--- config.mk ---
export PLATFORM = sky130hd
export DESIGN_NAME = physical_free_list_flat
export DESIGN_NICKNAME = d
export VERILOG_FILES = /design/src/rtl/physical_free_list_pkg.sv /design/src/rtl/physical_free_list_if.sv /design/src/rtl/physical_free_list_prefix.sv /design/src/rtl/physical_free_list.sv /design/src/flat_wrapper.sv
export SDC_FILE = /design/constraint.sdc
export NUM_CORES = 2
export LEC_CHECK = 0
export BUFFER_PORTS_ARGS = -buffer_cell sky130_fd_sc_hd__buf_2
export CELL_PAD_IN_SITES_DETAIL_PLACEMENT = 0
export CELL_PAD_IN_SITES_GLOBAL_PLACEMENT = 1
export CORE_AREA = 2 2 222 387
export DETAILED_ROUTE_END_ITERATION = 16
export DIE_AREA = 0 0 224 389
export GPL_TIMING_DRIVEN = 0
export PLACE_DENSITY = 0.76
export SYNTH_ARGS = -nofsm -noshare
export SYNTH_HDL_FRONTEND = slang
export SYNTH_SLANG_ARGS = --single-unit
--- constraint.sdc ---
create_clock -name clk -period 5.15 [get_ports clk]
set_input_delay 0.515 -clock clk [delete_from_list [all_inputs] [get_ports clk]]
set_output_delay 0.515 -clock clk [all_outputs]
set_load 0.03 [all_outputs]
--- src/rtl/physical_free_list_pkg.sv ---
// Shared rename-stage sizing for the physical register free list.
// Replaces the old `PREG_W/`PHYS_REGS/`ARCH_REGS/`RENAME_WIDTH header macros.
package physical_free_list_pkg;

    localparam int WIDTH     = 3;
    localparam int PHYS_REGS = 64;
    localparam int ARCH_REGS = 15;
    localparam int PREG_W    = $clog2(PHYS_REGS);

    typedef logic [PREG_W-1:0] preg_t;

endpackage

--- src/rtl/physical_free_list_if.sv ---
// Rename allocate port and retire release port of the free list.
interface physical_free_list_if #(
    parameter int WIDTH  = physical_free_list_pkg::WIDTH,
    parameter int PREG_W = physical_free_list_pkg::PREG_W
);

    logic [WIDTH-1:0]        alloc_req_i;
    logic                    alloc_ready_o;
    logic [WIDTH*PREG_W-1:0] alloc_preg_o;
    logic [WIDTH-1:0]        rel_valid_i;
    logic [WIDTH*PREG_W-1:0] rel_preg_i;
    logic [PREG_W:0]         free_count_o;
    logic                    overflow_o;

    modport master (
        output alloc_req_i, rel_valid_i, rel_preg_i,
        input  alloc_ready_o, alloc_preg_o, free_count_o, overflow_o
    );

    modport slave (
        input  alloc_req_i, rel_valid_i, rel_preg_i,
        output alloc_ready_o, alloc_preg_o, free_count_o, overflow_o
    );

endinterface

--- src/rtl/physical_free_list_prefix.sv ---
// Exclusive prefix popcount of a request vector plus its total, used to
// compact per-slot FIFO offsets.
module physical_free_list_prefix #(
    parameter int WIDTH = 3,
    parameter int CNT_W = 2
) (
    input  logic [WIDTH-1:0]            vec_i,
    output logic [WIDTH-1:0][CNT_W-1:0] excl_o,
    output logic [CNT_W-1:0]            total_o
);

    logic [CNT_W-1:0] sum;

    always_comb begin
        sum    = '0;
        excl_o = '0;
        for (int unsigned k = 0; k < WIDTH; k++) begin
            excl_o[k] = sum;
            sum       = sum + CNT_W'(vec_i[k]);
        end
        total_o = sum;
    end

endmodule

--- src/rtl/physical_free_list.sv ---
// Physical register free list: circular FIFO of free tags with a WIDTH-wide
// allocate port (combinational grant) and an independent WIDTH-wide release port.
module physical_free_list #(
    parameter int WIDTH     = physical_free_list_pkg::WIDTH,
    parameter int PHYS_REGS = physical_free_list_pkg::PHYS_REGS,
    parameter int ARCH_REGS = physical_free_list_pkg::ARCH_REGS,
    parameter int PREG_W    = physical_free_list_pkg::PREG_W
) (
    input logic                clk,
    input logic                rst,
    physical_free_list_if.slave fl
);

    import physical_free_list_pkg::*;

    localparam int CNT_W    = $clog2(WIDTH + 1);
    localparam int CW       = PREG_W + 1;
    localparam int SW       = PREG_W + 2;
    localparam int RST_FREE = PHYS_REGS - ARCH_REGS;

    logic [PREG_W-1:0] entry_q [PHYS_REGS];
    logic [PREG_W-1:0] entry_d [PHYS_REGS];
    logic [PREG_W-1:0] head_q, head_d;
    logic [PREG_W-1:0] tail_q, tail_d;
    logic [CW-1:0]     count_q, count_d;
    logic              overflow_q, overflow_d;

    logic [WIDTH-1:0][CNT_W-1:0] alloc_pre, rel_pre;
    logic [CNT_W-1:0]            alloc_n, rel_n;
    logic                        alloc_ready, alloc_fire, rel_drop;
    logic [SW-1:0]               count_after;

    physical_free_list_prefix #(.WIDTH(WIDTH), .CNT_W(CNT_W)) u_alloc_prefix (
        .vec_i   (fl.alloc_req_i),
        .excl_o  (alloc_pre),
        .total_o (alloc_n)
    );

    physical_free_list_prefix #(.WIDTH(WIDTH), .CNT_W(CNT_W)) u_rel_prefix (
        .vec_i   (fl.rel_valid_i),
        .excl_o  (rel_pre),
        .total_o (rel_n)
    );

    // Grant uses start-of-cycle state only, so released tags are never bypassed.
    always_comb begin
        alloc_ready     = !rst && (count_q >= CW'(alloc_n));
        alloc_fire      = alloc_ready && (|fl.alloc_req_i);
        fl.alloc_preg_o = '0;
        for (int unsigned k = 0; k < WIDTH; k++) begin
            if (!rst && fl.alloc_req_i[k]) begin
                fl.alloc_preg_o[k*PREG_W +: PREG_W] = entry_q[head_q + PREG_W'(alloc_pre[k])];
            end
        end
    end

    always_comb begin
        count_after = SW'(count_q) - (alloc_fire ? SW'(alloc_n) : '0) + SW'(rel_n);
        rel_drop    = count_after > SW'(PHYS_REGS);
        head_d      = alloc_fire ? head_q + PREG_W'(alloc_n) : head_q;
        entry_d     = entry_q;
        tail_d      = tail_q;
        count_d     = CW'(count_after);
        overflow_d  = overflow_q;
        // An over-full release is dropped as a whole; the allocate still pops.
        if (rel_drop) begin
            count_d    = CW'(count_after - SW'(rel_n));
            overflow_d = 1'b1;
        end else begin
            tail_d = tail_q + PREG_W'(rel_n);
            for (int unsigned k = 0; k < WIDTH; k++) begin
                if (fl.rel_valid_i[k]) begin
                    entry_d[tail_q + PREG_W'(rel_pre[k])] = fl.rel_preg_i[k*PREG_W +: PREG_W];
                end
            end
        end
    end

    always_ff @(posedge clk) begin
        if (rst) begin
            for (int unsigned i = 0; i < PHYS_REGS; i++) begin
                entry_q[i] <= (i < RST_FREE) ? PREG_W'(i + ARCH_REGS) : '0;
            end
            head_q     <= '0;
            tail_q     <= PREG_W'(RST_FREE);
            count_q    <= CW'(RST_FREE);
            overflow_q <= 1'b0;
        end else begin
            entry_q    <= entry_d;
            head_q     <= head_d;
            tail_q     <= tail_d;
            count_q    <= count_d;
            overflow_q <= overflow_d;
        end
    end

    assign fl.alloc_ready_o = alloc_ready;
    assign fl.free_count_o  = count_q;
    assign fl.overflow_o    = overflow_q;

endmodule
--- src/flat_wrapper.sv ---
// flat-port wrapper written by rule: the top's interface ports become plain ports
module physical_free_list_flat import physical_free_list_pkg::*;
#(
    parameter int WIDTH     = physical_free_list_pkg::WIDTH,
    parameter int PHYS_REGS = physical_free_list_pkg::PHYS_REGS,
    parameter int ARCH_REGS = physical_free_list_pkg::ARCH_REGS,
    parameter int PREG_W    = physical_free_list_pkg::PREG_W
)
  (clk, rst, fl_alloc_req_i, fl_rel_valid_i, fl_rel_preg_i, fl_alloc_ready_o, fl_alloc_preg_o, fl_free_count_o, fl_overflow_o);
  physical_free_list_if #(.WIDTH(WIDTH), .PREG_W(PREG_W)) fl_i ();
  input logic clk;
  input logic rst;
  input wire logic [$bits(fl_i.alloc_req_i)-1:0] fl_alloc_req_i;
  input wire logic [$bits(fl_i.rel_valid_i)-1:0] fl_rel_valid_i;
  input wire logic [$bits(fl_i.rel_preg_i)-1:0] fl_rel_preg_i;
  output wire logic [$bits(fl_i.alloc_ready_o)-1:0] fl_alloc_ready_o;
  output wire logic [$bits(fl_i.alloc_preg_o)-1:0] fl_alloc_preg_o;
  output wire logic [$bits(fl_i.free_count_o)-1:0] fl_free_count_o;
  output wire logic [$bits(fl_i.overflow_o)-1:0] fl_overflow_o;
  assign fl_i.alloc_req_i = fl_alloc_req_i;
  assign fl_i.rel_valid_i = fl_rel_valid_i;
  assign fl_i.rel_preg_i = fl_rel_preg_i;
  assign fl_alloc_ready_o = fl_i.alloc_ready_o;
  assign fl_alloc_preg_o = fl_i.alloc_preg_o;
  assign fl_free_count_o = fl_i.free_count_o;
  assign fl_overflow_o = fl_i.overflow_o;
  physical_free_list #(.WIDTH(WIDTH), .PHYS_REGS(PHYS_REGS), .ARCH_REGS(ARCH_REGS), .PREG_W(PREG_W)) u_core (.clk(clk), .rst(rst), .fl(fl_i));
endmodule
Word level (Yosys, flattened, before mapping). Cells that the tools add are included.

Register bits after elaboration: 404. Logic and storage cells: 136.

Reductions and logical operators: 10. Muxes and demuxes: 28. Order comparisons: 11. Add/subtract/negate cells: 13. Bitwise operators: 6.

Operators by type and width (number): $mux 384 (5); $bwmux 384 (3); $bmux 6 s6 (3); $demux 6 s6 (3); $mux 6 (12); $ge 7x7->1 const B (6); $not 6->7 (6); $add 6x2->6 (4); $lt 7x1->1 const B (3); $add 6x1->6 (2); $add 8x2->8 (1); $gt 8x7->1 const B (1); $logic_and 1x1->1 (8); $sub 7x8->8 (1); $ge 7x2->1 (1); $mux 7 (1); $sub 7x2->7 (1); $add 1x1->2 (2); $add 2x1->2 (2); $reduce_or 3->1 (1); $mux 2 (1); $logic_not 1->1 (1).

Depth between registers and ports, before layout.
Depth after elaboration: 15. Depth in mapped cells: 23.

Modules after synthesis. From an unflattened synthesis, not the netlist that was laid out.

Cell total of the unflattened synthesis: 4331. Area, all modules: 37328.3 µm².

Modules (own cells, without submodules): physical_free_list (sequential area each 8087.8 µm², cells each 4317, instances 1, area each 37195.7 µm²); physical_free_list_prefix (sequential area each 0.0 µm², cells each 7, instances 2, area each 66.3 µm²).

Worst setup path before layout. OpenSTA, ideal clock, no wires.

Path type: input -> register. From: in fl_alloc_req_i[0]. To: reg u_core.entry_q[216] (netlist name). Path slack: -34 ps. Library setup time: 138 ps. Arrival time: 5046 ps. Path buffers: 3. Stages: 21. Cells stage by stage: inv_1 fa_1 ha_1 nor2b_1 o31ai_1 a21boi_0 o221ai_1 clkbuf_1 nor2_1 ha_1 inv_1 ha_1 fa_1 a211o_1 and3_1 nor2_1 a41oi_2 nor2_1 buf_2 clkbuf_1 a211oi_1.

Longest elaborated chain between the ends: 9. Elaborated cells on any way between the ends: 10. Those cells by class: add/sub (4); order compare (2); mux (1); reduce/logical (3).

RTL lines: from (decl) (line flat_wrapper.sv:13) `input wire logic [$bits(fl_i.alloc_req_i)-1:0] fl_alloc_req_i;`; $add 1x1->2 (line physical_free_list_prefix.sv:19) `sum = sum + CNT_W'(vec_i[k]);`; $add 2x1->2 (line physical_free_list_prefix.sv:19); $ge 7x2->1 (line physical_free_list.sv:47) `alloc_ready = !rst && (count_q >= CW'(alloc_n));`; $logic_and 1x1->1 (line physical_free_list.sv:47); $logic_and 1x1->1 (line physical_free_list.sv:48) `alloc_fire = alloc_ready && (|fl.alloc_req_i);`; $mux 2 (*) (line physical_free_list.sv:58) `count_after = SW'(count_q) - (alloc_fire ? SW'(alloc_n) : '0) + SW'(rel_n);`; $sub 7x8->8 (*) (line physical_free_list.sv:58); $add 8x2->8 (*) (line physical_free_list.sv:58); $gt 8x7->1 (*) (line physical_free_list.sv:59) `rel_drop = count_after > SW'(PHYS_REGS);`; to (signal, indexed assignment) (line physical_free_list.sv:82) `entry_q[i] <= (i < RST_FREE) ? PREG_W'(i + ARCH_REGS) : '0;`; to (signal assigned) (line physical_free_list.sv:89) `entry_q <= entry_d;`; to (decl) (line physical_free_list.sv:21) `logic [PREG_W-1:0] entry_q [PHYS_REGS];`.

Mark *: on every way between the ends. The rest lies on a longest branch, timed or not. A chain may end at the register's enable or synchronous reset.

Final worst setup path.
From: reg u_core.head_q[0]. To: out fl_alloc_preg_o[8].

Longest elaborated chain between the ends: 6.

RTL lines: from (decl) (line physical_free_list.sv:23) `logic [PREG_W-1:0] head_q, head_d;`; from (signal assigned) (line physical_free_list.sv:84) `head_q <= '0;`; from (signal assigned) (line physical_free_list.sv:90) `head_q <= head_d;`; $add 6x1->6 (line physical_free_list.sv:52) `fl.alloc_preg_o[k*PREG_W +: PREG_W] = entry_q[head_q + PREG_W'(alloc_pre[k])];`; $not 6->7 (not written as such) (line physical_free_list.sv:52); $bmux 6 s6 (line physical_free_list.sv:52); $mux 6 (not written as such) (2 in a row) (line physical_free_list.sv:52); $mux 6 (line physical_free_list.sv:51) `if (!rst && fl.alloc_req_i[k]) begin`; to (decl) (line flat_wrapper.sv:17) `output wire logic [$bits(fl_i.alloc_preg_o)-1:0] fl_alloc_preg_o;`.

No other way between the ends. The select of a mux whose other input is x is not followed.

==> metrics.log <==
[metrics] switching power: 17.7 mW
[metrics] Tightest Hold Check Type: primary input to flip-flop
[metrics] post-placement cell count: 5,239
[metrics] Setup crit start kind: flip-flop
[metrics] final WL: between 200,000 and 300,000 um
[metrics] area enclosed by the die boundary: 87,100 um^2
[metrics] Internal: between 10 and 15 mW
[metrics] remaining global-route overflow: 0
[metrics] TritonCTS clock tree: built
[metrics] number of slew-limit violations in the final report: between 300 and 400
[metrics] violation count after the first detailed-routing iteration: 8,048
[metrics] overall global routing resource usage: ~61%
[metrics] net count after synthesis: between 4,000 and 5,000
[metrics] Worst-path clk slew: 0.07 ns
[metrics] setup violation total in the final timing report: 15
[metrics] primary flip-flop cell chosen by synthesis mapping: sky130_fd_sc_hd__dfxtp_1
[metrics] summed area of non-filler cells in the final layout: 43,800 um^2
[metrics] cell types with the largest area share after synthesis: sky130_fd_sc_hd__mux4_2 21%, sky130_fd_sc_hd__dfxtp_1 21%, sky130_fd_sc_hd__mux2_2 10%
[metrics] number of warnings issued by yosys: 0
[metrics] area growth from synthesis to final layout: 12.2%
[metrics] maxcap violations: 29
[metrics] Slew HR: -18.3%
[metrics] Hold Buf Count CTS: 0
[metrics] number of unique standard cell types used by synthesis: 93
[metrics] post-detailed-route wirelength per cell: 49.9 um
[metrics] number of synthesized flops with an enable pin: 0
[metrics] net total in the final layout: 4,300
[metrics] final critical-path required period: 5.42 ns
[metrics] Worst-Skew Late Latency: 0.69 ns
[metrics] DRC errors left: 0
[metrics] slew at the pin with the worst max-slew slack: roughly 1.8 ns
[metrics] number of detailed-route iterations in the first pass: 10
[metrics] per-instance average area after synthesis: 9.47 um^2
[metrics] worst path required time: 4.64 ns
[metrics] element type at the critical path end: output pin
[metrics] number of I/O pins: between 50 and 60
[metrics] remaining number of nets flagged by the antenna check after routing: 0
[metrics] final period utilization: 105%
[metrics] Horiz. Die Dim: 224 um
[metrics] number of placement rows: 141
[metrics] proportion of power drawn by the clock network: a little under an eighth
[metrics] portion of synthesized cell area occupied by the leading cell type: 20.7%
[metrics] post-synth top area cell: sky130_fd_sc_hd__mux4_2
[metrics] number of H-tree branching levels: 2
[metrics] die boundary height: around 390 um
[metrics] total of buffers placed on input and output ports: 34
[metrics] worst endpoint data arrival time: 4.90 ns
[metrics] sequential group share of total power: ~15%
[metrics] final core utilization: 52.1%
[metrics] Power per Cell Area: 728 nW/um^2
[metrics] post-synthesis instance area: 39,100 um^2
[metrics] synthesis-stage register bit count: 404
[metrics] Critical Setup Path Class: flip-flop to output pin
[metrics] combinational power share: 73.1%
[metrics] Starting Density: 46.5%
[metrics] number of vias per cell: around 8.3
[metrics] proportion of layout cells with a drive suffix above 1: 29.2%
[metrics] HPWL after DPL: 199,000 um
[metrics] gp weighted congestion: 1.12
[metrics] dominant cell by count in the synthesized netlist: sky130_fd_sc_hd__dfxtp_1
[metrics] number of global-route vias before repair: 41,700
[metrics] pin count of the biggest net entering global routing: 13
[metrics] final hold violation count: 0
[metrics] global-route wire length before repair: 363,000 um
[metrics] Setup WS post-layout: -0.267 ns
[metrics] DP Worst Slack: -2.72 ns
[metrics] number of buffers on the longest clock path: 3
[metrics] post-detailed-placement cell area: 40,700 um^2
[metrics] status: finished, violations left
[metrics] largest vdd supply drop: 538 uV
[metrics] standby leakage power: roughly 16 nW
[metrics] number of antenna violations at the first check in global routing: between 40 and 50
[metrics] Max Clock Skew: 0.0363 ns
[metrics] clk root buf: sky130_fd_sc_hd__clkbuf_16
[metrics] number of buffers added by the clock tree synthesis step: 47
[metrics] failing checks: capacitance limit, slew limit, setup timing
[metrics] CP Max Fanout: 10
[metrics] instance count of the mapped netlist: approximately 4,100
[metrics] post-synthesis async set-or-reset flop share: 0%
[metrics] setup TNS after final layout: -1.71 ns
[metrics] maximum clock frequency: 0.185 GHz
[metrics] number of vias in the routed layout: 44,500
[metrics] TritonCTS Sinks: 404
[metrics] Finished Layout Cells: roughly 5,400
[metrics] floorplan core area: 84,200 um^2
[metrics] Post-synth top cells: 404 x sky130_fd_sc_hd__dfxtp_1, 360 x sky130_fd_sc_hd__mux4_2, 346 x sky130_fd_sc_hd__mux2_2
[metrics] sequential-to-total area share from yosys stat: 20.7%
[metrics] switching power as a share of total power: roughly 55%
==> per-layer routing <==
layer  routed length, um  up-vias  GRT usage [%]  part of all wire [%]
met2              109000     4588           85.3                    40
met1               79300    21400           59.1                    29
met4               40700       46           68.5                    15
met5                1220        -           10.6                  0.45
met3               39400     2153           34.6                    15
li1                    -    16400              -                     -
==> flip-flops by register name, summed over array words and instances, names as in the netlist <==
register	count
u_core.head_q	6
u_core.tail_q	6
u_core.fl.overflow_o	1
u_core.entry_q	384
u_core.fl.free_count_o	7
==> power groups by stage <==
stage | sequential (mW) | clock (mW) | combinational (mW)
floorplan | 4.35 | 0 | 11.4
global placement | 4.70 | 0 | 18.6
detailed placement | 4.74 | 0 | 18.7
CTS | 4.67 | 3.71 | 19.7
global route | 4.77 | 3.84 | 23.3
finish | 4.78 | 3.79 | 23.3
==> layout by cell type (no fill, tap or decap), types with 46 or more instances in the layout <==
master and instances:
sky130_fd_sc_hd__o211ai_1 114, sky130_fd_sc_hd__mux4_2 360, sky130_fd_sc_hd__a22oi_1 78, sky130_fd_sc_hd__nand2_1 310, sky130_fd_sc_hd__clkbuf_2 67, sky130_fd_sc_hd__nand3_1 294, sky130_fd_sc_hd__nor2_1 274, sky130_fd_sc_hd__mux2i_1 317
sky130_fd_sc_hd__a21oi_1 262, sky130_fd_sc_hd__diode_2 46, sky130_fd_sc_hd__a211o_1 57, sky130_fd_sc_hd__a311oi_1 109, sky130_fd_sc_hd__and2_1 58, sky130_fd_sc_hd__mux2_2 346, sky130_fd_sc_hd__a32oi_1 86, sky130_fd_sc_hd__clkbuf_16 53
sky130_fd_sc_hd__dfxtp_1 404, sky130_fd_sc_hd__o21ai_0 81, sky130_fd_sc_hd__a211oi_1 104, sky130_fd_sc_hd__buf_2 107, sky130_fd_sc_hd__clkbuf_1 242
==> through the flow <==
step	total power, mW	hold slack (ns)
final	31.9	0.281
after global routing	31.9	0.297
after CTS	28.0	0.295
after detailed placement	23.5	0.459
after global placement	23.3	0.450
after floorplan	15.7	0.504
==> layout make-up <==
cell class,instances,area (um^2)
plain buffers,515,2960
inverters,27,104
fillers,7940,40300
clock inverters,21,234
clock buffers,67,1360
repair buffers,57,527
diodes,46,115
flip-flops and latches,404,8090
well taps,1072,1340
multi-input cells,3181,29100
==> timing repair <==
action	in CTS	in global routing
gates cloned	0	4
endpoints found under the setup margin	416	413
pin swaps	5	24
gates resized for setup	180	211
buffers inserted	4	7
==> worst max-delay path, cell delays in order, from the launching register on <==
cell	delay (ns)
sky130_fd_sc_hd__dfxtp_1	0.41
sky130_fd_sc_hd__ha_1	0.27
sky130_fd_sc_hd__ha_1	0.28
sky130_fd_sc_hd__clkbuf_1	0.18
sky130_fd_sc_hd__clkbuf_2	0.42
sky130_fd_sc_hd__buf_2	0.52
sky130_fd_sc_hd__mux4_2	0.49
sky130_fd_sc_hd__mux4_2	0.61
sky130_fd_sc_hd__mux2i_1	0.56
sky130_fd_sc_hd__o22ai_1	0.23
sky130_fd_sc_hd__buf_2	0.23
==> worst paths after layout <==
kind / start / endpoint / slack, ns / depth (start not counted)
worst min-delay path: rst / u_core.fl.free_count_o[2] / 0.28 / 4
worst min register to register: u_core.fl.overflow_o / u_core.fl.overflow_o / 0.47 / 1
worst max-delay path: u_core.head_q[0] / fl_alloc_preg_o[8] / -0.27 / 10
worst max register to register: u_core.fl.free_count_o[6] / u_core.entry_q[365] / 0.15 / 19
==> kinds of logic (layout without fill, tap and decap cells) <==
group	after synthesis	after routing	share of synthesized area (%)
compound gates	997	997	18.7
flops	404	404	20.7
mux	1052	1052	39.6
buf+inv	544	687	5.98
simple gates	1073	1073	13.1
other cells	0	46	0
xor+xnor	18	18	0.451
fa+ha+maj	41	41	1.49
(Power assumes the default switching activity.)
